## src/rtl/hls_deadlock_mon_pkg.sv

```systemverilog
// Shared types and helpers for the HLS dataflow deadlock monitor.
package hls_deadlock_mon_pkg;

  typedef enum logic [1:0] {
    WATCH   = 2'd0,
    CONFIRM = 2'd1,
    BLOCKED = 2'd2
  } mon_state_t;

  // Counter must hold values up to CONFIRM_CYCLES without wrapping.
  function automatic int confirm_cnt_w(input int confirm_cycles);
    return $clog2(confirm_cycles + 1);
  endfunction

endpackage

```

## src/rtl/hls_deadlock_confirm_filter.sv

```systemverilog
// Consecutive-cycle confirmation filter: a candidate must persist for
// CONFIRM_CYCLES cycles before the blocked level is raised.
//
// state   | meaning
// --------+---------------------------------------------------------
// WATCH   | no candidate seen, counter idle at 0
// CONFIRM | candidate seen for cnt consecutive cycles, not yet enough
// BLOCKED | candidate held long enough; blocked = 1 until it drops
module hls_deadlock_confirm_filter
  import hls_deadlock_mon_pkg::*;
#(
  parameter int CONFIRM_CYCLES = 16
) (
  input  logic clock,
  input  logic reset,
  input  logic candidate,
  output logic blocked,
  output logic confirm
);

  localparam int CW = confirm_cnt_w(CONFIRM_CYCLES);
  localparam logic [CW-1:0] LAST = CW'(CONFIRM_CYCLES - 1);

  mon_state_t     state;
  logic [CW-1:0]  cnt;

  // Combinational so the top-level registers update on the same edge as blocked.
  always_comb begin
    confirm = 1'b0;
    if (candidate) begin
      if (state == WATCH && CONFIRM_CYCLES == 1)
        confirm = 1'b1;
      else if (state == CONFIRM && cnt == LAST)
        confirm = 1'b1;
    end
  end

  always_ff @(posedge clock) begin
    if (reset) begin
      state   <= WATCH;
      cnt     <= '0;
      blocked <= 1'b0;
    end else begin
      case (state)
        WATCH: begin
          if (candidate) begin
            if (CONFIRM_CYCLES == 1) begin
              state   <= BLOCKED;
              blocked <= 1'b1;
            end else begin
              state <= CONFIRM;
              cnt   <= CW'(1);
            end
          end
        end
        CONFIRM: begin
          if (!candidate) begin
            state <= WATCH;
            cnt   <= '0;
          end else if (cnt == LAST) begin
            state   <= BLOCKED;
            cnt     <= '0;
            blocked <= 1'b1;
          end else begin
            cnt <= cnt + CW'(1);
          end
        end
        BLOCKED: begin
          if (!candidate) begin
            state   <= WATCH;
            blocked <= 1'b0;
          end
        end
        default: begin
          state   <= WATCH;
          cnt     <= '0;
          blocked <= 1'b0;
        end
      endcase
    end
  end

endmodule

```

## src/rtl/hls_deadlock_monitor_param.sv

```systemverilog
// Deadlock monitor for one HLS dataflow region: sticky flag, saturating event
// counter and, with HLS_DEADLOCK_MON_SNAPSHOT_EN defined, a first-deadlock snapshot.
module hls_deadlock_monitor_param
  import hls_deadlock_mon_pkg::*;
#(
  parameter int NUM_PROC       = 5,
  parameter int CONFIRM_CYCLES = 16,
  parameter int CNT_W          = 8
) (
  input  logic                clock,
  input  logic                reset,
  input  logic                clear,
  input  logic [NUM_PROC-1:0] inst_idle_sigs,
  input  logic [NUM_PROC-1:0] inst_block_sigs,
  input  logic [NUM_PROC-1:0] axis_block_sigs,
  output logic                block,
  output logic                block_sticky,
  output logic [CNT_W-1:0]    block_count,
  output logic [NUM_PROC-1:0] snap_chan_block,
  output logic [NUM_PROC-1:0] snap_axis_block
);

  if (NUM_PROC < 1) begin : g_bad_num_proc
    $error("hls_deadlock_monitor_param: NUM_PROC must be >= 1");
  end
  if (CONFIRM_CYCLES < 1) begin : g_bad_confirm
    $error("hls_deadlock_monitor_param: CONFIRM_CYCLES must be >= 1");
  end
  if (CNT_W < 1) begin : g_bad_cnt_w
    $error("hls_deadlock_monitor_param: CNT_W must be >= 1");
  end

  localparam logic [CNT_W-1:0] CNT_MAX = '1;

  logic [NUM_PROC-1:0] stop;
  logic                candidate;
  logic                confirm;

  // A region is only reported when an AXIS stall is involved and nobody can progress.
  assign stop      = inst_idle_sigs | inst_block_sigs | axis_block_sigs;
  assign candidate = (|axis_block_sigs) & (&stop);

  hls_deadlock_confirm_filter #(
    .CONFIRM_CYCLES (CONFIRM_CYCLES)
  ) u_filter (
    .clock     (clock),
    .reset     (reset),
    .candidate (candidate),
    .blocked   (block),
    .confirm   (confirm)
  );

  // A confirmation coinciding with clear counts as the first event after clear.
  always_ff @(posedge clock) begin
    if (reset) begin
      block_sticky <= 1'b0;
      block_count  <= '0;
    end else if (confirm) begin
      block_sticky <= 1'b1;
      if (clear)
        block_count <= CNT_W'(1);
      else if (block_count != CNT_MAX)
        block_count <= block_count + CNT_W'(1);
    end else if (clear) begin
      block_sticky <= 1'b0;
      block_count  <= '0;
    end
  end

`ifdef HLS_DEADLOCK_MON_SNAPSHOT_EN
  logic snap_valid;

  always_ff @(posedge clock) begin
    if (reset) begin
      snap_valid      <= 1'b0;
      snap_chan_block <= '0;
      snap_axis_block <= '0;
    end else if (confirm) begin
      if (!snap_valid || clear) begin
        snap_valid      <= 1'b1;
        snap_chan_block <= inst_block_sigs;
        snap_axis_block <= axis_block_sigs;
      end
    end else if (clear) begin
      snap_valid <= 1'b0;
    end
  end
`else
  assign snap_chan_block = '0;
  assign snap_axis_block = '0;
`endif

endmodule

```

## config.mk

```make
export PLATFORM = sky130hd
export DESIGN_NAME = hls_deadlock_monitor_param
export DESIGN_NICKNAME = d
export VERILOG_FILES = /design/src/rtl/hls_deadlock_mon_pkg.sv /design/src/rtl/hls_deadlock_confirm_filter.sv /design/src/rtl/hls_deadlock_monitor_param.sv
export SDC_FILE = /design/constraint.sdc
export NUM_CORES = 1
export LEC_CHECK = 0
export CORE_MARGIN = 2
export CORE_UTILIZATION = 35
export DETAILED_ROUTE_END_ITERATION = 16
export GPL_ROUTABILITY_DRIVEN = 0
export PLACE_DENSITY = 0.77
export SYNTH_ARGS = -nofsm -noshare
export SYNTH_HDL_FRONTEND = slang
export SYNTH_SLANG_ARGS = --single-unit
```

## constraint.sdc

```tcl
create_clock -name clock -period 3.25 [get_ports clock]
set_input_delay 0.325 -clock clock [delete_from_list [all_inputs] [get_ports clock]]
set_output_delay 0.325 -clock clock [all_outputs]
set_load 0.005 [all_outputs]
```

After elaboration in Yosys (flattened, before gate mapping):

Cells that the tools add are included.

* word-level logic and storage cells: 52
* output and inout bits: 20
* bits in read-only memories: 0
* memories kept: 0
* bits in latches: 0
* bits in writable memories: 0
* register bits after elaboration: 17

* $add $sub $neg: 2
* muxes and demuxes: 21
* bitwise operators: 5
* $lt $le $gt $ge: 0
* multiply operators: 0
* eq/ne operators: 9
* divide/modulo/power cells: 0
* shift operators: 0
* reductions and logical operators: 10

Operator list (number)
* 8-bit two-way mux: 4
* 5-bit two-way mux: 3
* 5-bit one-hot mux with 3 select lines: 1
* 5-bit bitwise OR: 2
* 8-bit by 1-bit adder with 8-bit output (second input constant): 1
* 2-bit two-way mux: 4
* 8-bit inequality test (second input constant): 1
* 1-bit two-way mux: 7
* 2-bit one-hot mux with 3 select lines: 1
* 5-bit by 1-bit adder with 5-bit output (second input constant): 1
* 5-bit by 4-bit == test with 1-bit output (second input constant): 1
* 5-bit AND reduction: 1
* 5-bit OR reduction: 1
* 2-bit by 1-bit inequality test with 1-bit output (second input constant): 2
* 2-bit inequality test (second input constant): 2
* 2-bit AND reduction: 2
* 4-bit AND reduction: 1
* 2-bit nonzero test: 2
* 3-bit inequality test (second input constant): 1
* 1-bit one-hot mux with 3 select lines: 1
* 3-bit AND reduction: 1
* 2-bit by 1-bit == test with 1-bit output (second input constant): 1
* 2-bit == test (second input constant): 1
* 2-bit logical NOT: 1
* 3 further kinds: 4

Logic depth before layout (Yosys ltp):

Gate-level depths: netlist (run 1).

* word-level depth: 7
* mapped depth: 7
* gate-level depth less buffers: 6

Cells and area by module:

A second synthesis (run 1) with hierarchy kept.

* cells, all modules: 120
* area, all modules: 1029.7 um^2

Modules (own cells, without submodules)
* hls_deadlock_monitor_param: times used 1, cells each 75, area each 621.8 um^2, seq. area each 180.2 um^2
* hls_deadlock_confirm_filter: times used 1, cells each 45, area each 407.9 um^2, seq. area each 160.2 um^2

Worst setup path before layout (run 1):

Ideal clock, no wire load.

* path kind: register to register
* start point: register u_filter.cnt[0]
* end point: register block_count[4]
* arrival time: 1.711 ns
* setup slack: 1.469 ns
* period minus slack after synthesis: 1.781 ns
* cell stages (with the launch flop): 8
* path buffers: 1
* cell sequence: dfxtp_1 ha_1 nand4b_1 nor3_2 nand3_2 buf_6 or4_1 a21oi_1

* cells in the longest elaborated chain, start to end: 6
* elaborated cells on any way between the ends: 7
* those cells by class: eq/ne (1); mux (3); reduce/logical (3)

RTL lines
* from (decl): RTL line hls_deadlock_confirm_filter.sv:25 `logic [CW-1:0] cnt;`
* from (signal assigned): RTL line hls_deadlock_confirm_filter.sv:65 `cnt <= cnt + CW'(1);`
* 5-bit by 4-bit == test with 1-bit output *: RTL line hls_deadlock_confirm_filter.sv:33 `else if (state == CONFIRM && cnt == LAST)`
* 1-bit logical AND *: RTL line hls_deadlock_confirm_filter.sv:33
* 1-bit two-way mux *: RTL line hls_deadlock_confirm_filter.sv:33
* 1-bit two-way mux *: RTL line hls_deadlock_confirm_filter.sv:30 `if (candidate) begin`
* 2-bit nonzero test (no source line)
* 2-bit AND reduction (no source line)
* to (signal assigned): RTL line hls_deadlock_monitor_param.sv:63 `block_count <= block_count + CNT_W'(1);`
* to (decl): RTL line hls_deadlock_monitor_param.sv:18 `output logic [CNT_W-1:0] block_count,`

Mark *: on every way between the ends. The rest lies on a longest branch, timed or not.
A chain may end at the register's enable or synchronous reset.

Final worst setup path (run 1):

* start point: input port axis_block_sigs[3]
* end point: register block_count[3]

* cells in the longest elaborated chain, start to end: 6
* elaborated cells on any way between the ends: 8
* those cells by class: mux (2); bitwise (2); reduce/logical (4)

RTL lines
* from (decl): RTL line hls_deadlock_monitor_param.sv:15 `input logic [NUM_PROC-1:0] axis_block_sigs,`
* 5-bit bitwise OR: RTL line hls_deadlock_monitor_param.sv:40 `assign stop = inst_idle_sigs | inst_block_sigs | axis_block_sigs;`
* 5-bit AND reduction: RTL line hls_deadlock_monitor_param.sv:41 `assign candidate = (|axis_block_sigs) & (&stop);`
* 1-bit AND *: RTL line hls_deadlock_monitor_param.sv:41
* 1-bit two-way mux *: RTL line hls_deadlock_confirm_filter.sv:30
* 2-bit nonzero test (no source line)
* 2-bit AND reduction (no source line)

Marked as above.

==> results of run 1 <==
[Yosys cell counts, drive strengths merged]
| master | count | share of area |
|---|---|---|
| clkbuf | 1 | 0.0039 |
| or2 | 1 | 0.0065 |
| nand2 | 5 | 0.019 |
| mux2i | 1 | 0.010 |
| dfxtp | 17 | 0.35 |
| nand2b | 3 | 0.019 |
| conb | 1 | 0.0039 |
| o22ai | 1 | 0.0065 |
| a22o | 1 | 0.0091 |
| and3 | 6 | 0.040 |
| nor3 | 9 | 0.052 |
| a41oi | 1 | 0.0091 |
| inv | 4 | 0.016 |
| a21oi | 9 | 0.047 |
| nand3 | 8 | 0.047 |
| and2 | 1 | 0.0065 |
| nand3b | 1 | 0.0078 |
| buf | 11 | 0.089 |
| a21o | 1 | 0.0078 |
| a31oi | 1 | 0.0065 |
| nor4 | 2 | 0.029 |
| or4 | 3 | 0.023 |
| nand4 | 2 | 0.013 |
| nand4b | 1 | 0.0091 |
| nor2 | 11 | 0.043 |
| o21ai | 4 | 0.021 |
| a2111oi | 1 | 0.0091 |
| ha | 2 | 0.026 |
| o31ai | 3 | 0.023 |
| o21bai | 1 | 0.0078 |
| a31o | 1 | 0.0091 |
| o211a | 1 | 0.010 |
| a311oi | 1 | 0.0091 |
| a211o | 1 | 0.0091 |
[sequential cells by signal (all words and copies together), names as in the netlist]
signal,cells
block_sticky,1
block_count,8
u_filter.cnt,5
u_filter.blocked,1
u_filter.state,2
[layer usage]
layer	GRT usage	share of wire
met1	0.164	0.43
met2	0.267	0.51
met3	0.0461	0.055
met4	0.0408	0.0062
met5	0	0
[per-stage QoR]
| step | power, mW | setup WS (ps) |
|---|---|---|
| after floorplan | 0.251 | 1470 |
| final | 0.379 | 1150 |
| after CTS | 0.385 | 1160 |
| after global placement | 0.268 | 970 |
| after global routing | 0.399 | 1050 |
| after detailed placement | 0.270 | 882 |
[final cells by class]
class	instances	area (µm²)	area share
clock buffer	3	22.5	0.0181
clock inverter	1	5.00	0.00402
inverter	4	15.0	0.0120
multi-input combinational	93	554	0.445
sequential	17	340	0.273
tap	31	38.8	0.0311
timing repair buffer	27	270	0.217
[cell families (layout without fill, tap and decap cells)]
family	after synthesis	after routing	synth area share
AOI/OAI and AO/OA	27	27	0.184
adders and majority gates	2	2	0.0259
buffers and inverters	16	35	0.109
DFF	17	17	0.352
muxes	1	1	0.0104
other	1	10	0.00388
and+or+nand+nor	53	53	0.315
[worst min-delay path: stages (launching register included)]
cell,delay (ps)
dfxtp_1,330
nand2_1,70
a21oi_1,40
[how the worst min path moves through the flow]
| stage | endpoint | slack [ps] | cells past startpoint |
|---|---|---|---|
| finish | u_filter.cnt[4] | 480 | 2 |
| global route | u_filter.cnt[4] | 490 | 2 |
| CTS | u_filter.cnt[4] | 470 | 2 |
| detailed placement | u_filter.cnt[4] | 460 | 2 |
| global placement | u_filter.cnt[4] | 440 | 2 |
| floorplan | block_sticky | 390 | 1 |
[power breakdown]
part / internal [mW] / switching [mW] / leakage, nW
Combinational: 0.0279 / 0.0238 / 0.317
Sequential: 0.211 / 0.00305 / 0.137
Clock: 0.0457 / 0.0674 / 0.0177
==> flow_summary.toml, run 1 <==
[run_status]
status = "finished, final reports clean"

[cells_and_area]
mostFrequentLayoutCells = "27 x clkdlybuf4s50_1, 17 x dfxtp_1, 11 x nor2_1"
fin_util = 0.464
final_common_cell = "clkdlybuf4s50_1"
diodes = 0
layoutNonFillerInstCount = 176
nNetsFinal = 166
syn_to_final_growth_pct = 29.0
final_design_area_no_fill_um2 = 1250
drive_gt1_frac = 0.0690
fill_cells = 272

[timing]
finalCritPeriodShare = 0.645
max_freq_mhz = 477
finalClockSkew_ps = 13.6
fin_crit_ps = 2100
hold_viol_final = 0
fin_hold_ws_ps = 481
tns_ps = 0
slew_viol_final = 0
rsz0062_at_grt = "false"
finalSetupViolCount = 0

[clocking]
cts_buffers = 3
cts_resized = 0
htree_levels = 1
clk_pin_slew_ps = 110
post_cts_buffers = 0
root_buffer = "clkbuf_4"
cts_buffer_depth = 2
cts_tree = "yes"
hold_buffers = 0
clk_latency_ps = 290
cts_sinks = 17

[synth]
yosysSeqAreaShare = 0.352
synth_seq_cells = 17
yosysWarnings = 0
ys_types = 39
syn_avg_cell_area_um2 = 8.26
syn_inst = 117
synthesis.area_um2 = 966

[worst_setup_path]
path_cells = "clkdlybuf4s50_1 -> nor3_1 -> nor4_4 -> nand3_2 -> or4_1 -> a21oi_1"
path_buf_inv = 1
critical_path.endpoint = "block_count[3]"
cpPeakStageDelay_ps = 580
cp-startpoint = "axis_block_sigs[3]"
worst_setup_path_start_kind = "input pin"
worstPathMaxFanout = 11
reg2reg_slack_ps = 1240
critPathArrivalTime_ps = 2330
cp_slowest_cell = "or4_1"
end_kind = "flip-flop"
cp_num_cells = 6
critical-path-top-delay-family = "simple AND/OR/NAND/NOR gates"
worstSetupPathType = "input pin to flip-flop"
cp.required_ps = 3490
rr_startpoint = "u_filter.cnt[0]"
worst-r2r-cell-count = 6
r2r_end = "block_count[3]"

[place]
dpl.hpwl_mm = 1.75
placed_area_um2 = 1220
port_buffers = 27
place_inst = 172

[job]
cap_violations = 0

[route]
drc_errors = 0
wl_mm = 2.27
ant_nets = 0
wire_per_inst_um = 12.9
first_pass_iters = 4
vias = 934
via_per_inst = 5.31
drt_iter0_markers = 40

[hold_path]
hold_class = "flip-flop to flip-flop"
worstHoldStart = "u_filter.cnt[4]"

[power]
ir_worst_vdd_v = 0.000246
power_density_nw_per_um2 = 304
leakagePower_nw = 0.472

[floorplan]
die-area_um2 = 3200
core_um2 = 2690
io_pins = 38
chipHeight_um = 56.5
chipWidth_um = 56.5
initial_core_util = 0.360
rows = 19

[global_route]
overflow = 0
grt_first_pass_wirelength_mm = 3.75
antenna_found_initial = 0
grt_usage = 0.148
grt_max_degree = 12
grt_pass1_vias = 852
(Power assumes the default switching activity.)
==> run 2: changes to the inputs <==
Settings changed: PLACE_DENSITY 0.77 to 0.79.
Clock period 3.25 ns to 1.91 ns, I/O delays scaled along.
==> run 2 against run 1 <==
  * Combinational power up 93%
  * Routed wire length increased by 2.8%
  * Critical path depth rose by 2
  * Sequential share of layout area decreased by 1.8 points
  * Worst hold slack lost 14 ps
  * Cell count up 5.1%
  * Sequential power is 71% higher
  * Register-to-register slack got worse by 1200 ps
  * Count of clock-buffer cells in the layout rose by 1
  * Worst setup slack worse by 1100 ps
  * Via count increased by 5.5%
  * Non-clock buffer count is 9 higher
  * Highest routed layer is now met3
==> flow_summary.toml, run 2 (synthesis gave the netlist of run 1 again) <==
[clocking]
cts_tree = "yes"
cts_buffer_depth = 2
htree_levels = 1
cts_buffers = 3
root_buffer = "clkbuf_4"
cts_sinks = 17
hold_buffers = 0
clk_pin_slew_ps = 100
clk_latency_ps = 290

[route]
wl_mm = 2.34
ant_nets = 0
vias = 985
drt_iter0_markers = 29
drc_errors = 0
first_pass_iters = 4
via_per_inst = 5.32
wire_per_inst_um = 12.6

[timing]
finalSetupViolCount = 0
fin_hold_ws_ps = 467
finalCritPeriodShare = 0.959
finalClockSkew_ps = 1.10
hold_viol_final = 0
slew_viol_final = 0
max_freq_mhz = 546
fin_crit_ps = 1830

[worst_setup_path]
worst_setup_path_start_kind = "flip-flop"
critical-path-top-delay-family = "simple AND/OR/NAND/NOR gates"
cpPeakStageDelay_ps = 370
cp_common_cell = "buf_4"
path_cells = "ha_4 -> nand4b_1 -> nor3_2 -> nand3_2 -> buf_4 -> buf_4 -> o31ai_1 -> a21oi_1"
cp.required_ps = 2090
worstPathMaxFanout = 6
critPathArrivalTime_ps = 2020
path_buf_inv = 2
cp_slowest_cell = "dfxtp_2"
worstSetupPathType = "flip-flop to flip-flop"
end_kind = "flip-flop"

[place]
port_buffers = 27
dpl.hpwl_mm = 1.80
place_inst = 179

[global_route]
gr-usage-met3 = 0.0438
overflow = 0
antenna_found_initial = 0
grt_usage = 0.147
grt_pass1_vias = 889
grt_first_pass_wirelength_mm = 3.83
grt_max_degree = 10
grt_use_met2 = 0.262
grt_busiest_layer = "met2"
grtUsageMet1 = 0.177

[job]
cap_violations = 0

[cells_and_area]
fin_util = 0.500
nNetsFinal = 175
fill_cells = 245
layoutNonFillerInstCount = 185
largest_reg_flops = 8
syn_to_final_growth_pct = 39.0
regMostFlops = "block_count"
reg_top3 = "block_count (8), u_filter.cnt (5), u_filter.state (2)"
diodes = 0
final_common_cell = "clkdlybuf4s50_1"
drive_gt1_frac = 0.162
mostFrequentLayoutCells = "27 x clkdlybuf4s50_1, 15 x dfxtp_1, 11 x nor2_1"

[floorplan]
chipHeight_um = 56.5
rows = 19
chipWidth_um = 56.5
io_pins = 38
initial_core_util = 0.360
core_um2 = 2690
die-area_um2 = 3200

[power]
ir_worst_vdd_v = 0.000413
seqPwrFrac = 0.554
leakagePower_nw = 0.511
power.internal_mw = 0.498
power_density_nw_per_um2 = 492
p_sw_frac = 0.245
switchingPower_mw = 0.162
power.share.combinational = 0.152
power.share.clock = 0.294

[run_status]
status = "finished, final reports clean"

[hold_path]
hold_class = "flip-flop to flip-flop"
==> run 2: worst min-delay path: stages (launching register included) <==
cell	delay, ps
dfxtp_1	340
nand2_1	60
a21oi_1	30
==> run 2: worst paths after layout <==
kind,slack (ps),to,depth (start not counted),start
max reg2reg,80,block_count[5],8,u_filter.cnt[0]
max,80,block_count[5],8,u_filter.cnt[0]
min,470,u_filter.cnt[4],2,u_filter.cnt[4]
min reg2reg,470,u_filter.cnt[4],2,u_filter.cnt[4]
==> run 2: final cells by class <==
type	instances	area, µm²	share of cell area
timing repair buffer	36	338	0.252
sequential	17	343	0.255
clock buffer	4	26.3	0.0196
multi-input combinational	93	582	0.433
inverter	4	15.0	0.0112
tap	31	38.8	0.0289
==> run 2: per-layer routing <==
layer	share of wire	routed length [µm]	vias up
met5	0	0	-
met4	0	0	0
met3	0.068	159	0
met2	0.53	1240	41
met1	0.40	937	456
li1	-	-	488
==> run 2: what timing repair did <==
action,in CTS,in global routing
setup endpoints to repair,0,6
buffers inserted,0,2
gates resized for setup,0,8
==> run 2: power by group through the flow <==
stage	clock, mW	combinational [mW]	sequential, mW
final	0.194	0.100	0.365
after global routing	0.210	0.111	0.366
after floorplan	0	0.0553	0.371
after detailed placement	0	0.0978	0.371
after global placement	0	0.0951	0.371
after CTS	0.197	0.0981	0.363
==> run 2: through the flow <==
| stage | worst slack [ps] | power, mW | area (µm²) | TNS [ps] |
|---|---|---|---|---|
| after floorplan | 129 | 0.426 | 1000 | 0 |
| after detailed placement | -114 | 0.469 | 1270 | -313 |
| after global routing | -10.4 | 0.688 | 1340 | -18.3 |
| final | 78.3 | 0.660 | 1340 | 0 |
| after CTS | 8.50 | 0.657 | 1300 | 0 |
| after global placement | -21.9 | 0.466 | 1270 | -49.6 |
